[config.mk]
export PLATFORM = sky130hd
export DESIGN_NAME = module_seg_scan
export DESIGN_NICKNAME = d
export VERILOG_FILES = /design/src/rtl/module_seg_scan.sv
export SDC_FILE = /design/constraint.sdc
export NUM_CORES = 1
export LEC_CHECK = 0
export BUFFER_PORTS_ARGS = -buffer_cell sky130_fd_sc_hd__buf_2
export CORE_ASPECT_RATIO = 1.25
export CORE_MARGIN = 2
export CORE_UTILIZATION = 40
export CTS_BUF_LIST = sky130_fd_sc_hd__clkbuf_2 sky130_fd_sc_hd__clkbuf_4 sky130_fd_sc_hd__clkbuf_8
export DETAILED_ROUTE_END_ITERATION = 16
export PLACE_DENSITY_LB_ADDON = 0.08
export SLEW_MARGIN = 20
export SYNTH_ARGS = -nofsm -noshare
export SYNTH_HDL_FRONTEND = slang
export SYNTH_SLANG_ARGS = --single-unit
[constraint.sdc]
create_clock -name clk -period 6 [get_ports clk]
set_input_delay 0.3 -clock clk [delete_from_list [all_inputs] [get_ports clk]]
set_output_delay 0.3 -clock clk [all_outputs]
set_load 0.05 [all_outputs]
[src/rtl/module_seg_scan.sv]
`default_nettype none
// ============================================================================
//  Module      : module_seg_scan
//  Description : Time-multiplexed driver for NDIG common-bus 7-segment digits.
//                Scans one digit per slot with a dead-time gap at the start of
//                each slot. Supports per-digit decimal points, leading-zero
//                blanking and tear-free frame updates through a shadow register.
//  Revision    : 1.0 - initial release
// ============================================================================
module module_seg_scan #(
  parameter int NDIG       = 4,
  parameter int CLK_HZ     = 27_000_000,
  parameter int DIGIT_HZ   = 4_000,
  parameter int BLANK_CYC  = 64,
  parameter int SEG_ACT_HI = 1,
  parameter int AN_ACT_HI  = 0,
  parameter int LZ_BLANK   = 1
) (
  input  logic              clk,
  input  logic              rst,
  input  logic              en,
  input  logic              load,
  input  logic [4*NDIG-1:0] val,
  input  logic [NDIG-1:0]   dp_in,
  output logic [6:0]        seg,
  output logic              dp,
  output logic [NDIG-1:0]   an,
  output logic              frame
);

  // --------------------------------------------------------------------------
  // Derived constants
  // --------------------------------------------------------------------------
  localparam int DIV = CLK_HZ / DIGIT_HZ;
  // Guards keep the widths sane when parameters are illegal; the checks
  // below stop elaboration in that case anyway.
  localparam int CW  = (DIV > 2)  ? $clog2(DIV)  : 2;
  localparam int IW  = (NDIG > 1) ? $clog2(NDIG) : 1;

  localparam logic [CW-1:0] CNT_LAST = CW'(DIV - 1);
  localparam logic [CW-1:0] BLK_LAST = CW'(BLANK_CYC - 1);
  localparam logic [IW-1:0] IDX_LAST = IW'(NDIG - 1);

  localparam logic [6:0]      SEG_OFF = (SEG_ACT_HI != 0) ? 7'h00 : 7'h7F;
  localparam logic            DP_OFF  = (SEG_ACT_HI != 0) ? 1'b0  : 1'b1;
  localparam logic [NDIG-1:0] AN_OFF  = (AN_ACT_HI  != 0) ? {NDIG{1'b0}} : {NDIG{1'b1}};

  // --------------------------------------------------------------------------
  // Elaboration-time parameter checks
  // --------------------------------------------------------------------------
  if (NDIG < 2 || NDIG > 8) begin : g_chk_ndig
    $error("module_seg_scan: NDIG must be in 2..8");
  end
  if (DIV < 4) begin : g_chk_div
    $error("module_seg_scan: CLK_HZ/DIGIT_HZ must be at least 4");
  end
  if (BLANK_CYC < 0 || BLANK_CYC >= DIV) begin : g_chk_blank
    $error("module_seg_scan: BLANK_CYC must be in 0..DIV-1");
  end

  // --------------------------------------------------------------------------
  // State
  // --------------------------------------------------------------------------
  typedef enum logic [1:0] {
    ST_OFF   = 2'd0,
    ST_BLANK = 2'd1,
    ST_DRIVE = 2'd2
  } state_t;

  // With no dead time a slot starts directly in DRIVE.
  localparam state_t ST_START = (BLANK_CYC == 0) ? ST_DRIVE : ST_BLANK;

  state_t              state;
  logic [CW-1:0]       cnt;
  logic [IW-1:0]       idx;
  logic [4*NDIG-1:0]   shadow;
  logic [NDIG-1:0]     shadow_dp;
  logic [4*NDIG-1:0]   disp;
  logic [NDIG-1:0]     disp_dp;
  logic                pending;

  state_t              nxt_state;
  logic [CW-1:0]       nxt_cnt;
  logic [IW-1:0]       nxt_idx;
  logic                boundary;
  logic [4*NDIG-1:0]   nxt_disp;
  logic [NDIG-1:0]     nxt_disp_dp;

  logic [NDIG-1:0]     zero_run;
  logic                run;
  logic [3:0]          nib;
  logic                dp_bit;
  logic                blank_dig;
  logic [NDIG-1:0]     an_one;
  logic [6:0]          hex_seg;

  // Hex nibble to {a,b,c,d,e,f,g}, active-high view
  function automatic logic [6:0] hex7(input logic [3:0] n);
    logic [6:0] s;
    case (n)
      4'h0:    s = 7'b1111110;
      4'h1:    s = 7'b0110000;
      4'h2:    s = 7'b1101101;
      4'h3:    s = 7'b1111001;
      4'h4:    s = 7'b0110011;
      4'h5:    s = 7'b1011011;
      4'h6:    s = 7'b1011111;
      4'h7:    s = 7'b1110000;
      4'h8:    s = 7'b1111111;
      4'h9:    s = 7'b1111011;
      4'hA:    s = 7'b1110111;
      4'hB:    s = 7'b0011111;
      4'hC:    s = 7'b1001110;
      4'hD:    s = 7'b0111101;
      4'hE:    s = 7'b1001111;
      default: s = 7'b1000111;
    endcase
    return s;
  endfunction

  // Next-state of the scan sequencer; flags the frame boundary cycle
  always_comb begin
    nxt_state = state;
    nxt_cnt   = cnt;
    nxt_idx   = idx;
    boundary  = 1'b0;
    if (!en) begin
      nxt_state = ST_OFF;
      nxt_cnt   = '0;
      nxt_idx   = '0;
    end else begin
      case (state)
        ST_OFF: begin
          nxt_state = ST_START;
          nxt_cnt   = '0;
          nxt_idx   = '0;
          boundary  = 1'b1;
        end
        default: begin
          if (cnt == CNT_LAST) begin
            nxt_cnt   = '0;
            nxt_state = ST_START;
            if (idx == IDX_LAST) begin
              nxt_idx  = '0;
              boundary = 1'b1;
            end else begin
              nxt_idx = idx + 1'b1;
            end
          end else begin
            nxt_cnt = cnt + 1'b1;
            if (state == ST_BLANK && cnt == BLK_LAST) begin
              nxt_state = ST_DRIVE;
            end
          end
        end
      endcase
    end
  end

  // Display register contents for the coming cycle (shadow moves only at a boundary)
  always_comb begin
    nxt_disp    = disp;
    nxt_disp_dp = disp_dp;
    if (boundary && pending) begin
      nxt_disp    = shadow;
      nxt_disp_dp = shadow_dp;
    end
  end

  // zero_run[k] = nibbles k..NDIG-1 of the upcoming display word are all zero
  always_comb begin
    zero_run = '0;
    run      = 1'b1;
    for (int k = NDIG - 1; k >= 0; k--) begin
      run         = run & (nxt_disp[4*k +: 4] == 4'h0);
      zero_run[k] = run;
    end
  end

  // Select the digit addressed by the upcoming index and decode it
  always_comb begin
    nib       = 4'h0;
    dp_bit    = 1'b0;
    blank_dig = 1'b0;
    an_one    = '0;
    for (int k = 0; k < NDIG; k++) begin
      if (nxt_idx == IW'(k)) begin
        nib       = nxt_disp[4*k +: 4];
        dp_bit    = nxt_disp_dp[k];
        blank_dig = (LZ_BLANK != 0) && (k != 0) && zero_run[k];
        an_one[k] = 1'b1;
      end
    end
    hex_seg = hex7(nib);
  end

  // Sequencer, shadow/display registers and registered pin drivers
  always_ff @(posedge clk) begin
    if (rst) begin
      state     <= ST_OFF;
      cnt       <= '0;
      idx       <= '0;
      shadow    <= '0;
      shadow_dp <= '0;
      disp      <= '0;
      disp_dp   <= '0;
      pending   <= 1'b0;
      seg       <= SEG_OFF;
      dp        <= DP_OFF;
      an        <= AN_OFF;
      frame     <= 1'b0;
    end else begin
      state   <= nxt_state;
      cnt     <= nxt_cnt;
      idx     <= nxt_idx;
      disp    <= nxt_disp;
      disp_dp <= nxt_disp_dp;
      // A load in the boundary cycle itself keeps pending set for the next frame.
      if (load) begin
        shadow    <= val;
        shadow_dp <= dp_in;
        pending   <= 1'b1;
      end else if (boundary) begin
        pending <= 1'b0;
      end
      frame <= boundary;
      if (nxt_state == ST_DRIVE) begin
        an  <= (AN_ACT_HI != 0) ? an_one : ~an_one;
        seg <= blank_dig ? SEG_OFF : ((SEG_ACT_HI != 0) ? hex_seg : ~hex_seg);
        dp  <= (SEG_ACT_HI != 0) ? dp_bit : ~dp_bit;
      end else begin
        an  <= AN_OFF;
        seg <= SEG_OFF;
        dp  <= DP_OFF;
      end
    end
  end

endmodule
`default_nettype wire

# [After elaboration in Yosys (flattened, before gate mapping)]
# Memories as Yosys holds them, arrays and structs flattened. A register that Yosys moved wholly into a read port is not among the register bits.
# Cells that the tools add are included.
[word_totals] wordCells=69 input_bits=24 output_inout_bits=13 regBits=64 n_memories=1 rom_bits=112
[op_classes] n_addsub=2 n_reduce_logical=11 mux=31 bitwise=5 n_eq_ne=8
[memory_table] name="(no name shown)" words=16 width=7 rd=1 rd_clocked_by_memory_dff=1 wr=0 line_no="100" rtl="case (n)"
[ops] op="two-way mux 4 bit" n=5
[ops] op="two-way mux 1 bit" n=17
[ops] op="two-way mux 16 bit" n=1
[ops] op="two-way mux 2 bit" n=8
[ops] op="adder 13 x 1 -> 13 bit (second input constant)" n=1
[ops] op="== test 13 bit (second input constant)" n=1
[ops] op="== test 13 x 6 -> 1 bit (second input constant)" n=1
[ops] op="logical NOT 4 bit" n=3
[ops] op="== test 2 bit (second input constant)" n=4
[ops] op="== test 2 x 1 -> 1 bit (second input constant)" n=2
[ops] op="logical NOT 2 bit" n=2
[ops] op="NOT 4 bit" n=1
[ops] op="OR reduction 4 bit" n=1
[ops] op="OR reduction 3 bit" n=1
[ops] op="adder 2 x 1 -> 2 bit (second input constant)" n=1
[ops] op="AND 1 bit" n=2
[ops] op="logical AND 1 bit" n=2
[ops] op="NOT 1 bit" n=2
[ops] op="nonzero test 2 bit" n=1
[ops] op="OR reduction 2 bit" n=1

# [Logic depth before layout (Yosys ltp)]
# Gate-level depths: netlist (run 1).
[depth] depth_word=14 ltp_mapped=15 ltp_nobuf=13

# [Worst setup path after synthesis (run 1)]
# No wires, ideal clock.
[synth_path] path_kind="flip-flop to flip-flop" start="reg cnt[7]" end="reg seg[3]" stages_incl_launch_ff=12 path_buffers=0 period_less_slack_ns=2.935 setup_time_ns=0.073 path_slack_ns=3.065 t_arrival_ns=2.862 cell_sequence="dfxtp_1 or3_4 nor4_4 mux2i_2 and2b_1 a22o_1 nor2_2 inv_1 ha_1 a21oi_1 o21ai_0 a21oi_1"
[synth_via] elab_chain_cells=13
[synth_lines] element="from (decl)" line_no="74" rtl="logic [CW-1:0] cnt;"
[synth_lines] element="from (signal assigned)" line_no="214" rtl="cnt <= nxt_cnt;"
[synth_lines] element="== test 13 bit" line_no="140" rtl="if (cnt == CNT_LAST) begin"
[synth_lines] element="two-way mux 1 bit" line_no="140"
[synth_lines] element="two-way mux 1 bit" line_no="132" rtl="case (state)"
[synth_lines] element="two-way mux 1 bit" line_no="127" rtl="if (!en) begin"
[synth_lines] element="logical AND 1 bit" line_no="164" rtl="if (boundary && pending) begin"
[synth_lines] element="two-way mux 16 bit" line_no="164"
[synth_lines] element="logical NOT 4 bit" line_no="175" rtl="run = run & (nxt_disp[4*k +: 4] == 4'h0);"
[synth_lines] element="AND 1 bit (2 in series)" line_no="175"
[synth_lines] element="two-way mux 1 bit (3 in series)" line_no="187" rtl="if (nxt_idx == IW'(k)) begin"
[synth_lines] element="OR reduction 3 bit (no source line)"
[synth_lines] element="to (decl)" line_no="25" rtl="output logic [6:0] seg,"
# Parallel ways exist; a longest one is shown, timed or not.
# A chain may end at the register's enable or synchronous reset.

# [Worst setup path in the final report (run 1)]
[layout_path] start="reg cnt[7]" end="reg seg[5]"
# The elaborated chain is that of the path after synthesis.

==> impl_metrics.tcl, run 1 <==
set metrics [dict create \
    cpPeakStageDelay_ns 0.87 \
    final_layout_size_suffix_gt1_frac 0.180 \
    worst_slew_pin_slew_ns 0.981 \
    slew_headroom 0.327 \
    fin_tns_setup_ns 0 \
    ys.flop_type "dfxtp_1" \
    ys_ff_latch 71 \
    vdd_ir_drop_max_uv 135 \
    gpl.final_weighted_congestion 0.790 \
    syn_avg_cell_area_um2 9.63 \
    hp-class "in -> reg" \
    postCtsSetupBuffers 0 \
    status "complete, no violations" \
    via_count 2213 \
    cp_top_family "simple AND/OR/NAND/NOR gates" \
    place.port_buffers 36 \
    arrival_ns 3.91 \
    holdWs_ns 0.189 \
    fin_crit_ns 3.65 \
    seq_power_share 0.501 \
    viasPerCell 4.94 \
    grt_setup_unrepaired "false" \
    slew_viol_final 0 \
    switching_share 0.218 \
    setup_viol 0 \
    drc 0 \
    track_usage 0.157 \
    die_area_um2 8380 \
    cts_max_path_buffers 2 \
    first_pass_iters 4 \
    cpMaxStageDelayCell "mux2i_1" \
    critPathMaxFanout 15 \
    netlist.area_leader.share 0.464 \
    drt_iter0_drc 48 \
    cts_tree "yes" \
    grt_pass1_wl_mm 9.94 \
    leakage_nw 1.58 \
    antenna_cells 0 \
    cap_violations 0 \
    die_w_um 82.3 \
    cts_resized 0 \
    wl_mm 5.85 \
    initial_core_util 0.414 \
    finalClockSkew_ns 0.00960 \
    synth_edf_count 0 \
    fmax_ghz 0.274 \
    cts_hold_buf 0 \
    fin_crit_sh 0.609 \
    boundaryPins 37 \
    antenna_found_initial 0 \
    n_fill_cell 721 \
    cts_sinks 71 \
    final-seq-area_um2 1420 \
    ant_nets 0 \
    combPwrFrac 0.058 \
    yosysWarnings 0 \
    yosysSeqAreaShare 0.464 \
    required_ns 6.26 \
    fp.dieH_um 102 \
    r2r_cells 9 \
    insertion_delay_ns 0.34 \
    core_um2 7400 \
    grt_max_degree 45 \
    finalHoldViolCount 0 \
    crit_buf_inv 1 \
    path_clk_slew_ns 0.08 \
    p_sw_mw 0.213 \
    synthTopCellsByCount "71 x dfxtp_1, 69 x nor2_1, 41 x mux2i_1, 18 x nand2_1" \
    grt_pass1_vias 2104 \
    hpwl_mm 4.20 \
    row_count 35 \
    syn_to_final_growth_pct 14.8 \
    clockPowerShare 0.441 \
    cts_buffers 9 \
    post-place-cells 432 \
    worstSetupPathType "reg -> reg" \
    setup.worst_path.start_class "flip-flop" \
    finalNonFillerCells 448 \
    synthesis.nets 351 \
    final_core_util 0.475 \
    fin_nets 384 \
    synth.most_common_cell "dfxtp_1" \
    path_cells "or3_4 -> nor4_4 -> mux2i_1 -> nor2_1 -> a22o_1 -> a221oi_4 -> nand2b_2 -> inv_1 -> a211oi_1" \
    synth_area_leaders "dfxtp_1 46%, mux2i_1 13%, nor2_1 8.5%" \
    overflow 0 \
    synthArstFlopShare 0 \
    power.density_nw_per_um2 278 \
    multi_input_area_um2 1540 \
    yosysTopAreaCell "dfxtp_1" \
    p_int_mw 0.764 \
    worst-path-stages 9 \
    min_path_cells 3 \
    ys_types 49 \
    wire_per_inst_um 13.1 \
    netlist_area_um2 3060 \
    ctsHtreeMaxLevel 3 \
    root_buffer "clkbuf_8" \
    synth_cells 318 \
    crit_path_end_kind "flip-flop" \
]
[registers in the layout, indices dropped and copies added (netlist names)]
name / count
dp: 1
cnt: 13
idx: 2
seg: 7
frame: 1
shadow: 16
shadow_dp: 4
an: 4
pending: 1
disp_dp: 4
state: 2
disp: 16
[worst register-to-register path, cell delays in order, from the launching register on]
cell	delay [ns]
dfxtp_1	0.34
or3_4	0.42
nor4_4	0.40
mux2i_1	0.87
nor2_1	0.25
a22o_1	0.29
a221oi_4	0.48
nand2b_2	0.27
inv_1	0.05
a211oi_1	0.21
[cell families after synthesis]
family,share of synthesized area
adder cells (fa/ha/maj),0.0368
XOR/XNOR,0.0315
AND/OR/NAND/NOR,0.201
multiplexers,0.138
flip-flops,0.464
AO/OA/AOI/OAI,0.0944
buffers and inverters,0.0339
[final timing paths]
path | endpoint | startpoint | slack [ns]
max | seg[5] | cnt[7] | 2.35
min | shadow[8] | val[8] | 0.19
max reg2reg | seg[5] | cnt[7] | 2.35
min reg2reg | cnt[0] | cnt[0] | 0.48
[layout by cell type, fill, tap and decap left out, types with 4 or more instances in the layout]
cell / instances
a22o_1: 4
inv_1: 6
a211oi_1: 6
buf_2: 36
dfxtp_1: 71
ha_1: 9
clkbuf_8: 11
nand2_1: 18
xor2_1: 8
nand3_1: 9
mux2i_1: 41
nor2_1: 69
a21oi_1: 7
nor2b_1: 4
[cell type report]
class,count,share of cell area
inverters,6,0.00641
clock buffers,11,0.0431
flip-flops and latches,71,0.404
clock inverters,5,0.0228
well taps,92,0.0327
multi-input cells,226,0.437
repair buffers,37,0.0534
[routing by layer]
metal,GRT usage,up-vias,wire [um]
met5,0,-,0
met4,0.0833,0,142
met3,0.0327,12,173
met2,0.251,29,2830
met1,0.196,1014,2700
li1,-,1158,-
[per-stage QoR]
stage	instance area (um2)	power, mW	setup WS [ns]
after floorplan	3060	0.542	3.06
after CTS	3520	0.991	2.35
final	3520	0.976	2.35
after global placement	3280	0.557	2.40
after global routing	3520	1.02	1.86
after detailed placement	3280	0.558	2.35
[power groups by stage]
stage	logic, mW	registers, mW	clock network [mW]
2_1_floorplan	0.0426	0.499	0
3_3_place_gp	0.0571	0.500	0
3_5_place_dp	0.0576	0.500	0
4_1_cts	0.0577	0.489	0.444
5_1_grt	0.0645	0.491	0.462
6_report	0.0568	0.489	0.430
Note: power is estimated with default switching activity, not from simulation.
==> run 2, diff against run 1 <==
ABC_AREA = 1   (was default)
clock period = 3.46 ns   (was 6 ns; I/O delays follow)
==> impl_metrics.tcl, run 2 <==
set metrics [dict create \
    place.port_buffers 36 \
    worst_slew_pin_slew_ns 0.638 \
    boundaryPins 37 \
    overflow 0 \
    synth_cells 437 \
    insertion_delay_ns 0.35 \
    first_pass_iters 4 \
    track_usage 0.165 \
    final_layout_size_suffix_gt1_frac 0.167 \
    required_ns 3.70 \
    ant_nets 0 \
    slew_viol_final 0 \
    holdWs_ns 0.0462 \
    setup_slack_ns 0.657 \
    cpMaxStageDelayCell "dfxtp_1" \
    cts_max_path_buffers 2 \
    grt_pass1_wl_mm 11.7 \
    hpwl_mm 5.00 \
    final_core_util 0.470 \
    reg_top3 "disp: 16 flops, shadow: 16 flops, cnt: 13 flops" \
    syn_avg_cell_area_um2 7.26 \
    cts_resized 0 \
    yosysTopAreaCell "dfxtp_1" \
    antenna_cells 0 \
    die_area_um2 8660 \
    ctsHtreeMaxLevel 3 \
    synthArstFlopShare 0 \
    drt_iter0_drc 86 \
    design_power_total_mw 1.70 \
    finalNonFillerCells 574 \
    layout_commonest_cell "nand2_1" \
    post-place-cells 558 \
    setup_viol 0 \
    fin_crit_sh 0.810 \
    core_um2 7750 \
    slew_headroom 0.572 \
    hp-class "in -> reg" \
    yosysWarnings 0 \
    fin_crit_ns 2.80 \
    die_w_um 83.6 \
    wire_per_inst_um 11.6 \
    root_buffer "clkbuf_8" \
    min_path_cells 3 \
    grt_pass1_vias 2583 \
    synth.most_common_cell "nand2_1" \
    final_area_um2 3640 \
    power.density_nw_per_um2 466 \
    finalClockSkew_ns 0.00610 \
    vdd_ir_drop_max_uv 218 \
    ys_ff_latch 71 \
    leakage_nw 1.58 \
    cpPeakStageDelay_ns 0.38 \
    fmax_ghz 0.357 \
    final_cell_mix "95 x nand2_1, 74 x nor2_1, 71 x dfxtp_1" \
    synth_edf_count 0 \
    postCtsSetupBuffers 0 \
    syn_to_final_growth_pct 14.9 \
    placed_area_um2 3430 \
    crit_top_cell "nand2_1" \
    cts_tree "yes" \
    worstSetupPathType "reg -> reg" \
    synthTopCellsByCount "95 x nand2_1, 74 x nor2_1, 71 x dfxtp_1, 42 x inv_1, 32 x o21ai_0" \
    grt_max_degree 29 \
    crit_path_end_kind "flip-flop" \
    via_count 2681 \
    critPathMaxFanout 25 \
    path_cells "ha_1 -> nand2_1 -> nor2_2 -> nand3_4 -> nand2_2 -> nand4_4 -> inv_2 -> nand2_1 -> nand2_1 -> nor2_1 -> nor2_2 -> ha_1 -> inv_1 -> nand2_1 -> o21ai_0 -> nor2_1 -> nor2_1" \
    row_count 36 \
    pre_cts_ws_ns 0.667 \
    cts_buffers 9 \
    netlist.area_leader.share 0.448 \
    fin_nets 507 \
    netlist_area_um2 3170 \
    gpl.final_weighted_congestion 0.801 \
    synthesis.nets 470 \
    finalHoldViolCount 0 \
    grt_setup_unrepaired "false" \
    cts_sinks 71 \
    drc 0 \
    yosysSeqAreaShare 0.448 \
    cts_hold_buf 0 \
    antenna_found_initial 0 \
    fin_tns_setup_ns 0 \
    arrival_ns 3.05 \
    ys_types 35 \
    r2r_cells 17 \
    path_clk_slew_ns 0.08 \
    status "complete, no violations" \
    initial_core_util 0.409 \
    viasPerCell 4.67 \
    ys.flop_type "dfxtp_1" \
    fp.dieH_um 104 \
    synth_area_leaders "dfxtp_1 45%, nand2_1 11%, nor2_1 8.8%" \
    cap_violations 0 \
    wl_mm 6.63 \
    setup.worst_path.start_class "flip-flop" \
]
## run 2: changes by cell type in the layout (fill, tap and decap cells not counted), moves of 6 or more
cell / previous run / this run
nand2_1: 18 / 95
mux2i_1: 41 / 2
inv_1: 6 / 42
o21ai_0: 3 / 32
a21oi_1: 7 / 26
inv_2: 0 / 8
xor2_1: 8 / 0
nand4_1: 2 / 9
a211oi_1: 6 / 0
nand3_1: 9 / 15
nor2_2: 1 / 7
## run 2: final timing paths
check / startpoint / to / slack, ns
worst min-delay path: val[3] / shadow[3] / 0.05
worst max register to register: cnt[0] / seg[0] / 0.66
worst max-delay path: cnt[0] / seg[0] / 0.66
worst min register to register: shadow[7] / shadow[7] / 0.46
## run 2: worst max-delay path: cells and delay by family (launching register included)
family | cells | cell delay [ns]
and+or+nand+nor | 12 | 1.55
AOI/OAI and AO/OA | 1 | 0.10
adders and majority gates | 2 | 0.37
DFF | 1 | 0.38
buffers and inverters | 2 | 0.31
## run 2: power by group
group | internal [mW] | leakage (nW) | total, mW | switching [mW]
clock network | 0.401 | 0.109 | 0.716 | 0.316
registers | 0.843 | 0.579 | 0.854 | 0.0113
logic | 0.0457 | 0.897 | 0.130 | 0.0838
total | 1.29 | 1.58 | 1.70 | 0.411
## run 2: layer usage
metal  track usage  wire, um  vias to the layer above
li1              -         -                     1467
met5             0         0                        -
met4        0.0703       136                        0
met1         0.204      3090                     1157
met2         0.277      3150                       46
met3        0.0367       260                       11
## run 2: kinds of logic after synthesis
| family | Yosys count | synth area share |
|---|---|---|
| simple gates | 223 | 0.315 |
| fa+ha+maj | 9 | 0.0355 |
| mux | 2 | 0.00631 |
| flops | 71 | 0.448 |
| compound gates | 70 | 0.120 |
| buf+inv | 62 | 0.0746 |
## run 2: final cells by class
class                           count  area, um2
Multi-Input combinational cell    304       1510
Fill cell                         837       4100
Timing Repair Buffer               37        188
Sequential cell                    71       1420
Tap cell                           95        119
Clock buffer                        9        124
Inverter                           51        191
Clock inverter                      7       87.6
==> run 3, diff against run 2 <==
clock period = 2.95 ns   (was 3.46 ns; I/O delays follow)
==> impl_metrics.tcl, run 3 (synthesis gave the netlist of run 2 again) <==
set metrics [dict create \
    grt_setup_unrepaired "false" \
    antenna_cells 0 \
    clockPowerShare 0.432 \
    postCtsSetupBuffers 0 \
    slew_headroom 0.569 \
    row_count 36 \
    viasPerCell 4.72 \
    root_buffer "clkbuf_8" \
    fin_nets 512 \
    reg2reg_from "cnt[0]" \
    cap_violations 0 \
    path_clk_slew_ns 0.07 \
    cts_buffers 9 \
    hpwl_mm 5.05 \
    core_um2 7750 \
    power.density_nw_per_um2 549 \
    cts_hold_buf 0 \
    r2r_slack_ns 0.33 \
    syn_to_final_growth_pct 17.5 \
    switching_share 0.224 \
    fin_crit_ns 2.62 \
    r2r_cells 18 \
    status "complete, no violations" \
    setup_slack_ns 0.329 \
    wire_per_inst_um 11.9 \
    ctsHtreeMaxLevel 3 \
    vdd_ir_drop_max_uv 333 \
    crit_path_end_kind "flip-flop" \
    p_int_mw 1.59 \
    antenna_found_initial 0 \
    final_cell_mix "95 x nand2_1, 73 x nor2_1, 71 x dfxtp_1" \
    via_count 2730 \
    fmax_ghz 0.382 \
    seq_power_share 0.490 \
    fin_tns_setup_ns 0 \
    die_w_um 83.6 \
    grt_use_met3 0.0406 \
    layout_commonest_cell "nand2_1" \
    overflow 0 \
    grt_pass1_wl_mm 11.9 \
    fp.dieH_um 104 \
    finalHoldViolCount 0 \
    cts_resized 0 \
    cts_sinks 71 \
    finalClockSkew_ns 0.00909 \
    initial_core_util 0.409 \
    required_ns 3.19 \
    design_power_total_mw 2.04 \
    die_area_um2 8660 \
    first_pass_iters 4 \
    critPathMaxFanout 8 \
    wl_mm 6.92 \
    fin_crit_sh 0.888 \
    grt_pass1_vias 2625 \
    worstReg2RegEnd "seg[3]" \
    final_area_um2 3720 \
    cts_max_path_buffers 2 \
    gr-usage-met1 0.208 \
    combPwrFrac 0.078 \
    leakage_nw 1.62 \
    worst_hold_path.endpoint "shadow[2]" \
    insertion_delay_ns 0.35 \
    track_usage 0.169 \
    setup.worst_path.start_class "flip-flop" \
    pre_cts_ws_ns 0.240 \
    ant_nets 0 \
    slew_viol_final 0 \
    drc 0 \
    reg_top3 "disp: 16 flops, shadow: 16 flops, cnt: 13 flops" \
    grt_max_degree 29 \
    placed_area_um2 3460 \
    hp-start "val[2]" \
    p_sw_mw 0.459 \
    arrival_ns 2.86 \
    busiest_layer "met2" \
    boundaryPins 37 \
    place.port_buffers 36 \
    setup_viol 0 \
    cts_tree "yes" \
    gpl.final_weighted_congestion 0.804 \
    drt_iter0_drc 52 \
    worst_slew_pin_slew_ns 0.642 \
    grt_use_met2 0.276 \
    worstSetupPathType "reg -> reg" \
    final_layout_size_suffix_gt1_frac 0.180 \
    hp-class "in -> reg" \
    min_path_cells 3 \
]
-- run 3: cell count changes in the layout (fill, tap and decap cells not counted), moves of 2 or more --
cell	delta
clkbuf_8	+2
clkinv_2	-3
clkbuf_4	+2
buf_4	+4
nor2_4	+2
-- run 3: how the worst max path moves through the flow --
stage / depth (start not counted) / slack (ns) / startpoint / endpoint
after detailed placement: 17 / 0.24 / cnt[0] / seg[0]
after global routing: 19 / 0.008 / cnt[0] / seg[0]
after CTS: 15 / 0.22 / cnt[0] / seg[6]
after global placement: 16 / 0.27 / cnt[0] / seg[3]
after floorplan: 18 / 0.65 / cnt[0] / seg[3]
final: 18 / 0.33 / cnt[0] / seg[3]
-- run 3: layout make-up --
type | instances | area (um2)
Clock inverter | 3 | 65.1
Clock buffer | 13 | 166
Sequential cell | 71 | 1420
Timing Repair Buffer | 41 | 218
Tap cell | 95 | 119
Fill cell | 821 | 4020
Inverter | 51 | 194
Multi-Input combinational cell | 305 | 1540
-- run 3: critical path, cell delays in order, from the launching register on --
cell	delay [ns]
dfxtp_1	0.38
ha_1	0.16
nand2_1	0.06
nor2_2	0.16
nand3_4	0.14
nand2_1	0.08
nand2_1	0.08
nor2_4	0.18
inv_2	0.10
nor2_4	0.18
nand2_1	0.08
nand2_1	0.09
nor2_1	0.06
nor2_2	0.19
ha_1	0.27
nand2_1	0.07
nand2_1	0.07
a21oi_1	0.13
nor2_1	0.06
-- run 3: power groups by stage --
stage          combinational, mW  clock, mW  sequential, mW
2_1_floorplan              0.111          0            1.02
3_3_place_gp               0.156          0            1.02
3_5_place_dp               0.157          0            1.02
4_1_cts                    0.158      0.913            1.00
5_1_grt                    0.186      0.944            1.01
6_report                   0.160      0.883            1.00
-- run 3: stage by stage --
step / hold slack, ns / util / cells
6_report: 0.0193 / 0.481 / 579
5_1_grt: 0.0154 / 0.481 / 579
4_1_cts: 0.00493 / 0.477 / 578
3_5_place_dp: 0.376 / 0.447 / 562
3_3_place_gp: 0.368 / 0.447 / 562
2_1_floorplan: 0.282 / - / 437
-- run 3: per-layer routing --
| metal | part of all wire | up-vias |
|---|---|---|
| met5 | 0 | - |
| met2 | 0.48 | 51 |
| met1 | 0.46 | 1181 |
| met3 | 0.039 | 15 |
| li1 | - | 1483 |
| met4 | 0.029 | 0 |
